==> config.mk <==
export PLATFORM = sky130hd
export DESIGN_NAME = multicycle_controller
export DESIGN_NICKNAME = d
export VERILOG_FILES = /design/src/rtl/ctrl_pkg.sv /design/src/rtl/ctrl_output_decoder.sv /design/src/rtl/multicycle_controller.sv
export SDC_FILE = /design/constraint.sdc
export NUM_CORES = 1
export LEC_CHECK = 0
export CAP_MARGIN = 10
export CORE_UTILIZATION = 41
export DETAILED_ROUTE_END_ITERATION = 16
export MAX_ROUTING_LAYER = met4
export PLACE_DENSITY = 0.81
export SKIP_CTS_REPAIR_TIMING = 1
export SYNTH_ARGS = -nofsm -noshare
export SYNTH_HDL_FRONTEND = slang
export SYNTH_SLANG_ARGS = --single-unit
==> constraint.sdc <==
create_clock -name clk -period 1.9 [get_ports clk]
set_input_delay 0.38 -clock clk [delete_from_list [all_inputs] [get_ports clk]]
set_output_delay 0.38 -clock clk [all_outputs]
set_load 0.01 [all_outputs]
==> src/rtl/ctrl_pkg.sv <==
// rtl/ctrl_pkg.sv - states, opcodes, select encodings and control word for the multicycle controller
package ctrl_pkg;

  typedef enum logic [3:0] {
    S_FETCH, S_DECODE, S_MEMADR, S_MEMREAD, S_MEMWB, S_MEMWRITE, S_EXECR,
    S_EXECI, S_ALUWB, S_BEQ, S_JALR, S_JAL, S_ILLEGAL
  } state_t;

  localparam logic [6:0] OP_LW    = 7'b0000011;
  localparam logic [6:0] OP_SW    = 7'b0100011;
  localparam logic [6:0] OP_RTYPE = 7'b0110011;
  localparam logic [6:0] OP_ITYPE = 7'b0010011;
  localparam logic [6:0] OP_BEQ   = 7'b1100011;
  localparam logic [6:0] OP_JAL   = 7'b1101111;
  localparam logic [6:0] OP_JALR  = 7'b1100111;

  localparam logic [1:0] SRCA_PC    = 2'b00;
  localparam logic [1:0] SRCA_OLDPC = 2'b01;
  localparam logic [1:0] SRCA_RS1   = 2'b10;

  localparam logic [1:0] SRCB_RS2  = 2'b00;
  localparam logic [1:0] SRCB_IMM  = 2'b01;
  localparam logic [1:0] SRCB_FOUR = 2'b10;

  localparam logic [1:0] RES_ALUOUT = 2'b00;
  localparam logic [1:0] RES_READ   = 2'b01;
  localparam logic [1:0] RES_ALU    = 2'b10;

  localparam logic [1:0] IMM_I = 2'b00;
  localparam logic [1:0] IMM_S = 2'b01;
  localparam logic [1:0] IMM_B = 2'b10;
  localparam logic [1:0] IMM_J = 2'b11;

  localparam logic [1:0] ALUOP_ADD   = 2'b00;
  localparam logic [1:0] ALUOP_SUB   = 2'b01;
  localparam logic [1:0] ALUOP_FUNCT = 2'b10;

  // wait_ready marks states whose strobes and exit wait on the memory handshake
  typedef struct packed {
    logic       mem_req;
    logic       adrsrc;
    logic       irwrite;
    logic       memwrite;
    logic       pcupdate;
    logic       branch;
    logic       regwrite;
    logic       done;
    logic       wait_ready;
    logic [1:0] alusrca;
    logic [1:0] alusrcb;
    logic [1:0] resultsrc;
    logic [1:0] aluop;
  } ctrl_word_t;

  function automatic logic [1:0] imm_fmt(input logic [6:0] op);
    case (op)
      OP_SW:   return IMM_S;
      OP_BEQ:  return IMM_B;
      OP_JAL:  return IMM_J;
      default: return IMM_I;
    endcase
  endfunction

endpackage

==> src/rtl/ctrl_output_decoder.sv <==
// rtl/ctrl_output_decoder.sv - combinational state to control word decode
module ctrl_output_decoder
  import ctrl_pkg::*;
(
  input  state_t     state,
  output ctrl_word_t cw
);

  always_comb begin
    cw = '0;
    case (state)
      S_FETCH: begin
        cw.mem_req    = 1'b1;
        cw.irwrite    = 1'b1;
        cw.pcupdate   = 1'b1;
        cw.wait_ready = 1'b1;
        cw.alusrca    = SRCA_PC;
        cw.alusrcb    = SRCB_FOUR;
        cw.resultsrc  = RES_ALU;
        cw.aluop      = ALUOP_ADD;
      end
      S_DECODE: begin
        cw.alusrca = SRCA_OLDPC;
        cw.alusrcb = SRCB_IMM;
        cw.aluop   = ALUOP_ADD;
      end
      S_MEMADR, S_JALR: begin
        cw.alusrca = SRCA_RS1;
        cw.alusrcb = SRCB_IMM;
        cw.aluop   = ALUOP_ADD;
      end
      S_MEMREAD: begin
        cw.mem_req    = 1'b1;
        cw.adrsrc     = 1'b1;
        cw.wait_ready = 1'b1;
      end
      S_MEMWB: begin
        cw.resultsrc = RES_READ;
        cw.regwrite  = 1'b1;
        cw.done      = 1'b1;
      end
      S_MEMWRITE: begin
        cw.mem_req    = 1'b1;
        cw.adrsrc     = 1'b1;
        cw.memwrite   = 1'b1;
        cw.done       = 1'b1;
        cw.wait_ready = 1'b1;
      end
      S_EXECR: begin
        cw.alusrca = SRCA_RS1;
        cw.alusrcb = SRCB_RS2;
        cw.aluop   = ALUOP_FUNCT;
      end
      S_EXECI: begin
        cw.alusrca = SRCA_RS1;
        cw.alusrcb = SRCB_IMM;
        cw.aluop   = ALUOP_FUNCT;
      end
      S_ALUWB: begin
        cw.resultsrc = RES_ALUOUT;
        cw.regwrite  = 1'b1;
        cw.done      = 1'b1;
      end
      S_BEQ: begin
        cw.branch    = 1'b1;
        cw.done      = 1'b1;
        cw.alusrca   = SRCA_RS1;
        cw.alusrcb   = SRCB_RS2;
        cw.aluop     = ALUOP_SUB;
        cw.resultsrc = RES_ALUOUT;
      end
      S_JAL: begin
        cw.pcupdate  = 1'b1;
        cw.alusrca   = SRCA_OLDPC;
        cw.alusrcb   = SRCB_FOUR;
        cw.aluop     = ALUOP_ADD;
        cw.resultsrc = RES_ALUOUT;
      end
      default: cw = '0;
    endcase
  end

endmodule

==> src/rtl/multicycle_controller.sv <==
// rtl/multicycle_controller.sv - multicycle RV32I control FSM with memory handshake and illegal trap
module multicycle_controller
  import ctrl_pkg::*;
#(
  parameter state_t RESET_STATE = S_FETCH
) (
  input  logic       clk,
  input  logic       rst,
  input  logic [6:0] op,
  input  logic       zero,
  input  logic       mem_ready,
  output logic       mem_req,
  output logic       adrsrc,
  output logic       irwrite,
  output logic       memwrite,
  output logic       pcwrite,
  output logic       regwrite,
  output logic [1:0] alusrca,
  output logic [1:0] alusrcb,
  output logic [1:0] resultsrc,
  output logic [1:0] immsrc,
  output logic [1:0] aluop,
  output logic       instr_done,
  output logic       illegal
);

  state_t     state;
  state_t     state_next;
  ctrl_word_t cw;
  logic       step_ok;
  logic       illegal_q;

  ctrl_output_decoder u_decoder (
    .state (state),
    .cw    (cw)
  );

  // handshake states only complete when memory answers; others always step
  assign step_ok = ~cw.wait_ready | mem_ready;

  always_comb begin
    state_next = state;
    case (state)
      S_FETCH:    if (mem_ready) state_next = S_DECODE;
      S_DECODE: begin
        case (op)
          OP_LW, OP_SW: state_next = S_MEMADR;
          OP_RTYPE:     state_next = S_EXECR;
          OP_ITYPE:     state_next = S_EXECI;
          OP_BEQ:       state_next = S_BEQ;
          OP_JAL:       state_next = S_JAL;
          OP_JALR:      state_next = S_JALR;
          default:      state_next = S_ILLEGAL;
        endcase
      end
      S_MEMADR:   state_next = (op == OP_LW) ? S_MEMREAD : S_MEMWRITE;
      S_MEMREAD:  if (mem_ready) state_next = S_MEMWB;
      S_MEMWB:    state_next = S_FETCH;
      S_MEMWRITE: if (mem_ready) state_next = S_FETCH;
      S_EXECR:    state_next = S_ALUWB;
      S_EXECI:    state_next = S_ALUWB;
      S_ALUWB:    state_next = S_FETCH;
      S_BEQ:      state_next = S_FETCH;
      S_JALR:     state_next = S_JAL;
      S_JAL:      state_next = S_ALUWB;
      S_ILLEGAL:  state_next = S_ILLEGAL;
      default:    state_next = S_FETCH;
    endcase
  end

  always_ff @(posedge clk) begin
    if (rst) begin
      state     <= RESET_STATE;
      illegal_q <= 1'b0;
    end else begin
      state <= state_next;
      if (state_next == S_ILLEGAL) illegal_q <= 1'b1;
    end
  end

  always_comb begin
    mem_req    = cw.mem_req;
    adrsrc     = cw.adrsrc;
    irwrite    = cw.irwrite & step_ok;
    memwrite   = cw.memwrite;
    pcwrite    = (cw.pcupdate & step_ok) | (cw.branch & zero);
    regwrite   = cw.regwrite;
    alusrca    = cw.alusrca;
    alusrcb    = cw.alusrcb;
    resultsrc  = cw.resultsrc;
    immsrc     = imm_fmt(op);
    aluop      = cw.aluop;
    instr_done = cw.done & step_ok;
    // reset silences every strobe and select, even mid-access
    if (rst) begin
      mem_req    = 1'b0;
      adrsrc     = 1'b0;
      irwrite    = 1'b0;
      memwrite   = 1'b0;
      pcwrite    = 1'b0;
      regwrite   = 1'b0;
      alusrca    = 2'b00;
      alusrcb    = 2'b00;
      resultsrc  = 2'b00;
      immsrc     = 2'b00;
      aluop      = 2'b00;
      instr_done = 1'b0;
    end
  end

  assign illegal = illegal_q;

endmodule

==> impl_metrics.yaml <==
detailed_routing:
  routed_wl_microns: 3860
  drtIter0Drc: 52
  firstDrtPassIters: 7
  vias_per_cell: 6.66
  dr_total_vias: 1212
  ant_nets: 0
  avgRoutedWirePerCell_microns: 21.2
  post-route-drc-count: 0
synthesis:
  yosys_warnings: 0
  syn_nets: 109
  synth_edf_count: 0
  synth_cells: 98
  ys_seq_area_share_pct: 15.1
  ys_top_cells_by_area: "dfxtp_1, nor2_1, nor3_1, o21ai_0, nand2_1"
  ys_async_sr_fraction_pct: 0
  yosys_register_bits: 5
  synth_top_area_share_pct: 15.1
  yosys.area.top_type: "dfxtp_1"
  syn_area_per_cell_sq_um: 6.78
  netlist_area_sq_um: 664
  synth_cell_type_count: 40
  synth_top_flop_cell: "dfxtp_1"
timing:
  hold_viol_final: 0
  fin_crit_sh_pct: 108
  fmax_mhz: 488
  rsz0062_at_grt: "yes"
  hold_ws_ns: 0.494
  timing.final.ws_setup_ns: -0.148
  period_needed_ns: 2.05
  setup_viol: 7
  slew_viol_final: 0
  clock_skew_ns: 0.0119
  slew_headroom_pct: 75.4
  worst_pin_slew_ns: 0.365
global_route:
  antenna_found_initial: 0
  first_global_vias: 1031
  grt_use_total_pct: 33.5
  grt_overflow: 0
  grt_start_max_net_pins: 14
  grt_first_pass_wirelength_microns: 4420
floorplanning:
  io_pins: 29
  rows: 14
  dieArea_sq_um: 1790
  initial_utilization_pct: 44.1
  die_h_microns: 42.3
  dieWidth_microns: 42.3
  core_region_area_sq_um: 1510
clock_network:
  cts_buffers: 3
  path_clk_slew_ns: 0.04
  clkSinkCount: 5
  clockBufferDepth: 2
  htreeDepth: 1
  insertion_delay_ns: 0.26
  cts_tree: "built"
  cts_root_buf: "clkbuf_4"
hold_path:
  min_path_type: "flop to flop"
layout:
  final_layout_size_suffix_gt1_share_pct: 47.6
  final_cell_mix: "buf_4, dlymetal6s2s_1, nor2_1"
  nets: 178
  final_common_cell: "buf_4"
  stdcell_count: 182
  syn2layout_area_growth_pct: 115
  diodes: 0
place:
  gp_congestion: 0.905
  portBuffers: 28
  place_hpwl_microns: 2060
  pre_cts_ws_ns: -0.562
  dp.cells: 173
setup_path:
  arrival_ns: 1.67
  cp-end-kind: "output port"
  critical_path_required_ns: 1.52
  cp_max_fo: 3
  crit_type: "primary input to output port"
  cp-start-kind: "primary input"
power:
  ir_worst_vdd_uv: 446
  p_leak_nw: 0.807
  powerDensity_nw_per_um2: 418
run:
  drv_cap: 0
run_status:
  status: "finished with violations"
  violations: "setup timing"
path summary, 6_finish.rpt:
check / startpoint / cells after the start / endpoint / slack [ns]
max reg2reg: state[1]$_SDFF_PP0_ / 6 / illegal$_SDFFE_PP0N_ / 0.11
min reg2reg: illegal$_SDFFE_PP0N_ / 1 / illegal$_SDFFE_PP0N_ / 0.49
max: op[2] / 7 / immsrc[0] / -0.15
min: illegal$_SDFFE_PP0N_ / 1 / illegal$_SDFFE_PP0N_ / 0.49
where the power goes:
part	total (W)	internal, W	leakage [nW]	switching [W]
clock	0.000131	0.0000798	0.0150	0.0000510
combinational	0.000343	0.000174	0.749	0.000170
sequential	0.000124	0.000113	0.0424	0.0000116
total	0.000599	0.000366	0.807	0.000232
critical path: stages:
cell and delay [ns]:
clkdlybuf4s50_1 0.50, buf_4 0.14, nand3_1 0.10, nor2_1 0.17
a22oi_1 0.09, nor2_1 0.12, dlymetal6s2s_1 0.17
final cells by class:
| type | count | area, sq um |
|---|---|---|
| fillers | 43 | 75.1 |
| multi-input cells | 83 | 629 |
| repair buffers | 71 | 639 |
| clock buffers | 4 | 26.3 |
| flip-flops and latches | 5 | 105 |
| well taps | 16 | 20.0 |
| inverters | 3 | 11.3 |
through the flow:
stage               TNS, ns  power (W)  cell area (sq um)  util, %
floorplan                 0   0.000239                664        -
global placement      -4.92   0.000391               1210     80.5
detailed placement    -5.80   0.000403               1210     80.5
CTS                   -6.31   0.000537               1240     82.2
global route         -0.673   0.000625               1430     95.0
finish               -0.367   0.000599               1430     95.0
cell families (layout without fill, tap and decap cells):
kind of cell           after synthesis  after routing  share of synthesized area, %
flip-flops                           5              5                          15.1
XOR/XNOR                             2              2                          2.64
buffers and inverters               10             78                          7.34
AND/OR/NAND/NOR                     53             53                          43.5
AO/OA/AOI/OAI                       28             28                          31.5
synth_stat cells (2+ instances only):
master	count
nor4_1	4
nor2b_1	4
o21ai_0	6
nor2_1	11
and2_1	3
a211oi_1	2
a21oi_1	5
dfxtp_1	5
inv_1	3
clkbuf_1	3
nand2b_1	3
or3_1	2
nor3_1	6
buf_2	3
nand3_1	4
nand2_1	8
a22oi_1	2
or2_2	2
sequential cells by signal, summed over array words and instances (netlist names):
signal,count
illegal,1
state,4
layer usage:
| layer | wire, microns | GRT usage, % | share of wire, % |
|---|---|---|---|
| met5 | 0 | - | 0 |
| met4 | 409 | 16.9 | 11 |
| met3 | 428 | 7.76 | 11 |
| met2 | 1860 | 59.7 | 48 |
| met1 | 1170 | 33.8 | 30 |
No activity file was read; power rests on OpenSTA's default activity.
